## src/rtl/vrf_pkg.sv

```systemverilog
// Shared defaults, clear-FSM state encoding and lane/vector types for the vector register file.
`timescale 1ns/1ps
package vrf_pkg;

    localparam int VRF_DATA_WIDTH  = 8;
    localparam int VRF_VECTOR_SIZE = 8;
    localparam int VRF_REGNUM      = 16;

    typedef enum logic {
        IDLE,
        CLEAR
    } clr_state_t;

    typedef logic [VRF_DATA_WIDTH-1:0] lane_t;
    typedef lane_t [VRF_VECTOR_SIZE-1:0] vec_t;

endpackage

```

## src/rtl/vrf_scoreboard.sv

```systemverilog
// Pending-write scoreboard: one busy bit per vector register, set on allocate,
// cleared by an accepted write or by the bulk-clear sweep.
`timescale 1ns/1ps
module vrf_scoreboard #(
    parameter int REGNUM       = 16,
    parameter int ADDRESSWIDTH = $clog2(REGNUM)
) (
    input  logic                    clk,
    input  logic                    rst_n,
    input  logic                    set_en,
    input  logic [ADDRESSWIDTH-1:0] set_addr,
    input  logic                    clr_en,
    input  logic [ADDRESSWIDTH-1:0] clr_addr,
    input  logic                    wipe_en,
    input  logic [ADDRESSWIDTH-1:0] wipe_addr,
    input  logic [ADDRESSWIDTH-1:0] ra1,
    input  logic [ADDRESSWIDTH-1:0] ra2,
    output logic                    busy1,
    output logic                    busy2
);

    localparam logic [ADDRESSWIDTH:0] LIMIT = (ADDRESSWIDTH+1)'(REGNUM);

    logic [REGNUM-1:0] busy;

    always_ff @(posedge clk or negedge rst_n) begin
        if (!rst_n) begin
            busy <= '0;
        end else begin
            if (clr_en)
                busy[clr_addr] <= 1'b0;
            // NOTE: the last non-blocking assignment to a bit wins, so ordering the set after the clear gives set priority.
            if (set_en)
                busy[set_addr] <= 1'b1;
            if (wipe_en)
                busy[wipe_addr] <= 1'b0;
        end
    end

    assign busy1 = ({1'b0, ra1} < LIMIT) ? busy[ra1] : 1'b0;
    assign busy2 = ({1'b0, ra2} < LIMIT) ? busy[ra2] : 1'b0;

endmodule

```

## src/rtl/vec_reg_bank.sv

```systemverilog
// Vector register file: lane-masked writes, two combinational read ports, busy scoreboard, bulk clear.
// Optional macro VRF_BYPASS_EN forwards same-cycle write data onto matching read ports.
`timescale 1ns/1ps
module vec_reg_bank
    import vrf_pkg::*;
#(
    parameter int DATA_WIDTH   = VRF_DATA_WIDTH,
    parameter int VECTOR_SIZE  = VRF_VECTOR_SIZE,
    parameter int REGNUM       = VRF_REGNUM,
    parameter int ADDRESSWIDTH = $clog2(REGNUM)
) (
    input  logic                              clk,
    input  logic                              rst_n,
    input  logic                              we,
    input  logic [ADDRESSWIDTH-1:0]           wa,
    input  logic [VECTOR_SIZE*DATA_WIDTH-1:0] wd,
    input  logic [VECTOR_SIZE-1:0]            wmask,
    input  logic [ADDRESSWIDTH-1:0]           ra1,
    input  logic [ADDRESSWIDTH-1:0]           ra2,
    output logic [VECTOR_SIZE*DATA_WIDTH-1:0] rd1,
    output logic [VECTOR_SIZE*DATA_WIDTH-1:0] rd2,
    input  logic                              alloc_valid,
    input  logic [ADDRESSWIDTH-1:0]           alloc_addr,
    output logic                              busy1,
    output logic                              busy2,
    input  logic                              clr_start,
    output logic                              clr_busy,
    output logic                              clr_done
);

    localparam int VW = VECTOR_SIZE * DATA_WIDTH;
    localparam logic [ADDRESSWIDTH:0]   LIMIT = (ADDRESSWIDTH+1)'(REGNUM);
    localparam logic [ADDRESSWIDTH-1:0] LAST  = ADDRESSWIDTH'(REGNUM - 1);

    clr_state_t              state;
    logic [ADDRESSWIDTH-1:0] cnt;
    logic [VW-1:0]           mem [REGNUM];

    logic wa_ok, alloc_ok, ra1_ok, ra2_ok;
    logic wr_en, alloc_en;

    // Addresses past REGNUM exist only when REGNUM is not a power of two.
    assign wa_ok    = ({1'b0, wa} < LIMIT);
    assign alloc_ok = ({1'b0, alloc_addr} < LIMIT);
    assign ra1_ok   = ({1'b0, ra1} < LIMIT);
    assign ra2_ok   = ({1'b0, ra2} < LIMIT);

    assign clr_busy = (state == CLEAR);
    assign wr_en    = we && !clr_busy && wa_ok;
    assign alloc_en = alloc_valid && !clr_busy && alloc_ok;

    always_ff @(posedge clk or negedge rst_n) begin
        if (!rst_n) begin
            state    <= IDLE;
            cnt      <= '0;
            clr_done <= 1'b0;
        end else begin
            clr_done <= 1'b0;
            case (state)
                IDLE: begin
                    if (clr_start) begin
                        state <= CLEAR;
                        cnt   <= '0;
                    end
                end
                CLEAR: begin
                    if (cnt == LAST) begin
                        state    <= IDLE;
                        cnt      <= '0;
                        clr_done <= 1'b1;
                    end else begin
                        cnt <= cnt + 1'b1;
                    end
                end
                default: state <= IDLE;
            endcase
        end
    end

    // NOTE: the storage is flops, not a RAM macro, because reset must zero every register immediately.
    always_ff @(posedge clk or negedge rst_n) begin
        if (!rst_n) begin
            for (int r = 0; r < REGNUM; r++)
                mem[r] <= '0;
        end else if (clr_busy) begin
            mem[cnt] <= '0;
        end else if (wr_en) begin
            for (int l = 0; l < VECTOR_SIZE; l++)
                if (wmask[l])
                    mem[wa][l*DATA_WIDTH +: DATA_WIDTH] <= wd[l*DATA_WIDTH +: DATA_WIDTH];
        end
    end

`ifdef VRF_BYPASS_EN
    function automatic logic [VW-1:0] forward(input logic [VW-1:0] stored, input logic hit);
        forward = stored;
        if (hit)
            for (int l = 0; l < VECTOR_SIZE; l++)
                if (wmask[l])
                    forward[l*DATA_WIDTH +: DATA_WIDTH] = wd[l*DATA_WIDTH +: DATA_WIDTH];
    endfunction
`endif

    // NOTE: every output of a combinational block gets a value on every path first, so no latch is inferred.
    always_comb begin
        rd1 = ra1_ok ? mem[ra1] : '0;
        rd2 = ra2_ok ? mem[ra2] : '0;
`ifdef VRF_BYPASS_EN
        rd1 = forward(rd1, wr_en && (ra1 == wa));
        rd2 = forward(rd2, wr_en && (ra2 == wa));
`endif
    end

    vrf_scoreboard #(
        .REGNUM       (REGNUM),
        .ADDRESSWIDTH (ADDRESSWIDTH)
    ) u_scoreboard (
        .clk       (clk),
        .rst_n     (rst_n),
        .set_en    (alloc_en),
        .set_addr  (alloc_addr),
        .clr_en    (wr_en),
        .clr_addr  (wa),
        .wipe_en   (clr_busy),
        .wipe_addr (cnt),
        .ra1       (ra1),
        .ra2       (ra2),
        .busy1     (busy1),
        .busy2     (busy2)
    );

endmodule

```

## config.mk

```make
export PLATFORM = sky130hd
export DESIGN_NAME = vec_reg_bank
export DESIGN_NICKNAME = d
export VERILOG_FILES = /design/src/rtl/vrf_pkg.sv /design/src/rtl/vrf_scoreboard.sv /design/src/rtl/vec_reg_bank.sv
export SDC_FILE = /design/constraint.sdc
export NUM_CORES = 2
export LEC_CHECK = 0
export ABC_AREA = 1
export CAP_MARGIN = 40
export CELL_PAD_IN_SITES_DETAIL_PLACEMENT = 0
export CELL_PAD_IN_SITES_GLOBAL_PLACEMENT = 1
export CORE_UTILIZATION = 35
export DETAILED_ROUTE_END_ITERATION = 8
export GPL_ROUTABILITY_DRIVEN = 1
export PLACE_DENSITY_LB_ADDON = 0.1
export SLEW_MARGIN = 15
export SYNTH_ARGS = -nofsm -noshare
export SYNTH_HDL_FRONTEND = slang
export SYNTH_SLANG_ARGS = --single-unit
```

## constraint.sdc

```tcl
create_clock -name clk -period 4.45 [get_ports clk]
set_input_delay 0.6675 -clock clk [delete_from_list [all_inputs] [get_ports clk]]
set_output_delay 0.6675 -clock clk [all_outputs]
set_load 0.05 [all_outputs]
```

# [Word-level counts from Yosys, hierarchy flattened]
# Index checks and enable logic that the tools add are counted.
[classes] n_addsub=1 n_reduce_logical=9 n_eq_ne=2 bitwise=12 n_lt_le_gt_ge=14 n_mux=77
[op_table] cell="two-way mux 1024 bit" n=24
[op_table] cell="bitwise mux 1024 bit" n=8
[op_table] cell="demux 64 bit (select 4 bit)" n=9
[op_table] cell="bitwise AND 1024 bit" n=1
[op_table] cell="NOT 1024 bit" n=1
[op_table] cell="binary-select mux 64 bit (select 4 bit)" n=2
[op_table] cell="two-way mux 64 bit" n=6
[op_table] cell="two-way mux 16 bit" n=4
[op_table] cell="two-way mux 56 bit" n=1
[op_table] cell="two-way mux 48 bit" n=1
[op_table] cell="two-way mux 40 bit" n=1
[op_table] cell="bitwise AND 16 bit" n=2
[op_table] cell="two-way mux 32 bit" n=1
[op_table] cell="NOT 16 bit" n=2
[op_table] cell="< comparator 4 x 5 -> 1 bit, second input constant" n=5
[op_table] cell="two-way mux 24 bit" n=1
[op_table] cell="greater-or-equal comparator 5 bit, second input constant" n=4
[op_table] cell="NOT 4 -> 5 bit" n=4
[op_table] cell="bitwise OR 16 bit" n=1
[op_table] cell="demux 1 bit (select 4 bit)" n=3
[op_table] cell="greater-or-equal comparator 4 x 1 -> 1 bit, second input constant" n=3
[op_table] cell="< comparator 5 x 1 -> 1 bit, second input constant" n=2
[op_table] cell="two-way mux 1 bit" n=9
[op_table] cell="binary-select mux 1 bit (select 4 bit)" n=2
[op_table] cell="other kinds (11)" n=18
[totals] regBits=1046 output_inout_bits=132 elab_cells=135 input_bits=93

# [Longest topological paths before layout]
[depth] ltp_word=37 depth_mapped=11 depth_no_buf=9

# [Hierarchy]
# From an unflattened synthesis, not the netlist that was laid out.
[unflattened] cells_unflattened=10401 area_unflattened_um2=66812.8
[modules_own_cells] mod="vec_reg_bank" n_inst=1 seq_area_each_um2=25774.7 area_each_um2=65540.4 cells_per_inst=10192
[modules_own_cells] mod="vrf_scoreboard" n_inst=1 seq_area_each_um2=400.4 area_each_um2=1272.5 cells_per_inst=209

# [Least setup slack after synthesis]
# No wires, ideal clock.
[synth_path] path_kind="input to output" start="input port ra1[1]" end="output port rd1[10]" path_stages=8 arrival_ps=2027 path_buffers=3 slack_ps=1756 required_time_ps=3783 cell_sequence="buf_2 -> inv_2 -> clkbuf_1 -> clkbuf_1 -> nand3_1 -> nand3_1 -> nand3_1 -> nand2_1"
[synth_between] elab_chain_cells=4
[synth_lines] item="from (decl)" line="vec_reg_bank.sv:18" text="input logic [ADDRESSWIDTH-1:0] ra1,"
[synth_lines] item="NOT 4 -> 5 bit (implied by the code)" line="vec_reg_bank.sv:106" text="rd1 = ra1_ok ? mem[ra1] : '0;"
[synth_lines] item="binary-select mux 64 bit (select 4 bit)" line="vec_reg_bank.sv:106"
[synth_lines] item="two-way mux 64 bit (implied by the code) (2 in a row)" line="vec_reg_bank.sv:106"
[synth_lines] item="to (decl)" line="vec_reg_bank.sv:20" text="output logic [VECTOR_SIZE*DATA_WIDTH-1:0] rd1,"
# No other way between the ends. The select of a mux whose other input is x is not followed.

# [Worst setup path after layout]
[layout_path] start="input port ra2[1]" end="output port rd2[56]"
[layout_between] elab_chain_cells=4
[layout_lines] item="from (decl)" line="vec_reg_bank.sv:19" text="input logic [ADDRESSWIDTH-1:0] ra2,"
[layout_lines] item="NOT 4 -> 5 bit (implied by the code)" line="vec_reg_bank.sv:107" text="rd2 = ra2_ok ? mem[ra2] : '0;"
[layout_lines] item="binary-select mux 64 bit (select 4 bit)" line="vec_reg_bank.sv:107"
[layout_lines] item="two-way mux 64 bit (implied by the code) (2 in a row)" line="vec_reg_bank.sv:107"
[layout_lines] item="to (decl)" line="vec_reg_bank.sv:21" text="output logic [VECTOR_SIZE*DATA_WIDTH-1:0] rd2,"
# No other way between the ends. The select of a mux whose other input is x is not followed.

==> results_dict.tcl <==
set metrics [dict create \
    peakVddDrop_v 0.0004895 \
    grt_start_max_net_pins 136 \
    synth.yosys.seq_area_share_pct 37.42 \
    maxCapViolCount 0 \
    synth.distinct_cells 22 \
    clk_pin_slew_worst_paths_ns 0.06 \
    synth_edf_count 0 \
    slew_headroom_pct 34.55 \
    dieArea_um2 201600 \
    hold_path_class "in2async" \
    avgSynthCellArea_um2 5.996 \
    cts_setup_buffers 0 \
    start_kind "input pin" \
    clock_latency_ns 0.83 \
    hold_viol 0 \
    grt_pass1_wl_mm 507.4 \
    first_global_vias 71102 \
    die_h_um 449.0 \
    wl_per_cell_um 24.31 \
    setup_viol 0 \
    p_leak_nw 54.23 \
    finalClockSkew_ns 0.03302 \
    cp_max_fo 45 \
    nets 11760 \
    synthTopCellsByArea "dfrtp_1 (37%), nand2_1 (24%), nand3_1 (13%)" \
    numPortBuffers 224 \
    dp_hpwl_mm 234.0 \
    cpMostUsedCell "nand3_1" \
    dp_slack_ns 0.9375 \
    synthesis.area_um2 69940 \
    powerDensity_nw_per_um2 622.0 \
    die_w_um 449.0 \
    crit_path_end_kind "output pin" \
    clock-root-buffer "clkbuf_16" \
    comb_power_share_pct 48.1 \
    cts_buffers 141 \
    utilization_pct 41.47 \
    drive_above_1_share_pct 6.096 \
    gp_congestion 0.9291 \
    power_switching_mw 23.34 \
    first_iter_violations 8827 \
    synth_top_area_cell "dfrtp_1" \
    viasPerCell 5.287 \
    ant_nets 0 \
    synth-seq-cells 1046 \
    nFillCells 21175 \
    yosysWarnings 0 \
    p_int_mw 27.69 \
    cp_slowest_cell "inv_8" \
    critPathKind "in2out" \
    layout_min_cycle_time_ns 3.600 \
    core_area_um2 197800 \
    grt_usage_pct 34.02 \
    postRouteWirelength_mm 350.7 \
    synth.top_cell.area_share_pct 37.42 \
    ys.flop_type "dfrtp_1" \
    power_frac_clock_pct 24.2 \
    syn-instance-count 11665 \
    synthToLayoutAreaGrowth_pct 17.30 \
    fin_ws_ns 0.8500 \
    worst_slew_pin_slew_ns 0.9782 \
    drtPass1Iterations 6 \
    rsz0062_at_grt "no" \
    p_seq_share_pct 27.7 \
    cts.sinks 1046 \
    tns_ns 0 \
    crit_chain "buf_8, inv_8, buf_12, buf_4, nand3_1, nand3_1, nand3_1, nand2_1, buf_4" \
    max_freq_mhz 277.8 \
    pin_count 225 \
    start_util_pct 35.36 \
    required_ns 3.78 \
    syn-num-nets 11762 \
    vias 76274 \
    slowest_delay_ns 0.51 \
    finalMaxSlewViolations 0 \
    clk_path_buf_depth 3 \
    h-tree-depth 4 \
    post-synth-top-count-cell "nand2_1" \
    sw_frac_of_total_pct 45.74 \
    status "completed" \
    rows 163 \
    synthTopCellsByCount "nand2_1 (4,386), inv_1 (2,098), nand3_1 (1,831)" \
    grt-ovfl-total 0 \
    drc 0 \
    period_share_pct 80.90 \
    antenna_found_initial 11 \
    cts_tree "yes" \
    cp.arrival_ns 2.93 \
    postSynth.asyncResetShare_pct 100.0 \
]
[area by class of cell]
cell class                      instances  area, um^2  share of cell area, %
Tap cell                             2640        3303                  4.026
Antenna cell                            7       17.52                0.02135
Clock inverter                         35       457.9                 0.5582
Multi-Input combinational cell       7860       33210                  40.48
Sequential cell                      1046       26180                  31.91
Timing Repair Buffer                  501        6394                  7.793
Inverter                             2113        7976                  9.722
Clock buffer                          224        4502                  5.487
[critical path: cells and delay by family]
kind / cells / cell delay [ns]
buffers and inverters: 5 / 1.49
and+or+nand+nor: 4 / 0.59
[power groups by stage]
stage          clock [mW]  combinational [mW]  sequential, mW
2_1_floorplan           0                15.6            14.1
3_3_place_gp            0                23.7            14.2
3_5_place_dp            0                24.1            14.3
4_1_cts              12.5                24.2            14.1
5_1_grt              12.9                27.3            14.5
6_report             12.4                24.5            14.1
[layout by cell type, fill, tap and decap left out, drive strengths merged]
cell type	count
o21ai	723
nand3	1831
clkinvlp	1
buf	415
nand2	4402
a21oi	85
a21boi	4
dfrtp	1046
nor2	807
clkinv	20
clkdlybuf4s50	85
nand4	4
clkbuf	224
bufinv	10
diode	7
ha	4
dlygate4sd3	1
inv	2117
[routing by layer]
layer / routed length (um) / track usage, % / share of wire [%] / up-vias
li1: - / - / - / 35158
met1: 150600 / 46.82 / 43 / 36698
met2: 151800 / 51.15 / 43 / 3693
met3: 28980 / 5.517 / 8.3 / 723
met4: 19310 / 17.67 / 5.5 / 2
met5: 7 / 0 / 0.0020 / -
[metrics by stage]
step | hold WS (ns) | instance area (um^2) | power (mW) | std cells
finish | 0.4253 | 82040 | 51.03 | 14426
global route | 0.4271 | 82040 | 54.68 | 14424
CTS | 0.3846 | 82020 | 50.91 | 14419
detailed placement | 0.4600 | 77060 | 38.39 | 14159
global placement | 0.4561 | 76860 | 37.93 | 14151
floorplan | 0.3719 | 69940 | 29.63 | 11665
[repair_timing]
action | CTS | global route
hold buffers | 1 | 0
gates resized for setup | 0 | 0
endpoints found under the hold margin | 32 | 0
[worst paths after layout]
kind | startpoint | to | slack (ns) | cells after the start
setup reg to reg | clr_busy | mem[779] | 1.45 | 8
min in group clk | wd[30] | mem[30] | 0.43 | 3
setup / recovery | ra2[1] | rd2[56] | 0.85 | 9
max in group asynchronous | rst_n | mem[937] | 2.68 | 4
hold / removal | rst_n | mem[442] | 0.43 | 2
hold reg to reg | mem[40] | mem[40] | 0.48 | 2
[registers in the layout, summed over array words and instances (netlist names)]
register           flops
cnt                    4
clr_done               1
mem                 1024
clr_busy               1
u_scoreboard.busy     16
[cells by family after synthesis]
family | after synthesis | synth area share [%]
compound gates | 812 | 5.830
buf+inv | 2759 | 15.30
flops | 1046 | 37.42
simple gates | 7044 | 41.38
fa+ha+maj | 4 | 0.07156
Note: power is estimated with default switching activity, not from simulation.
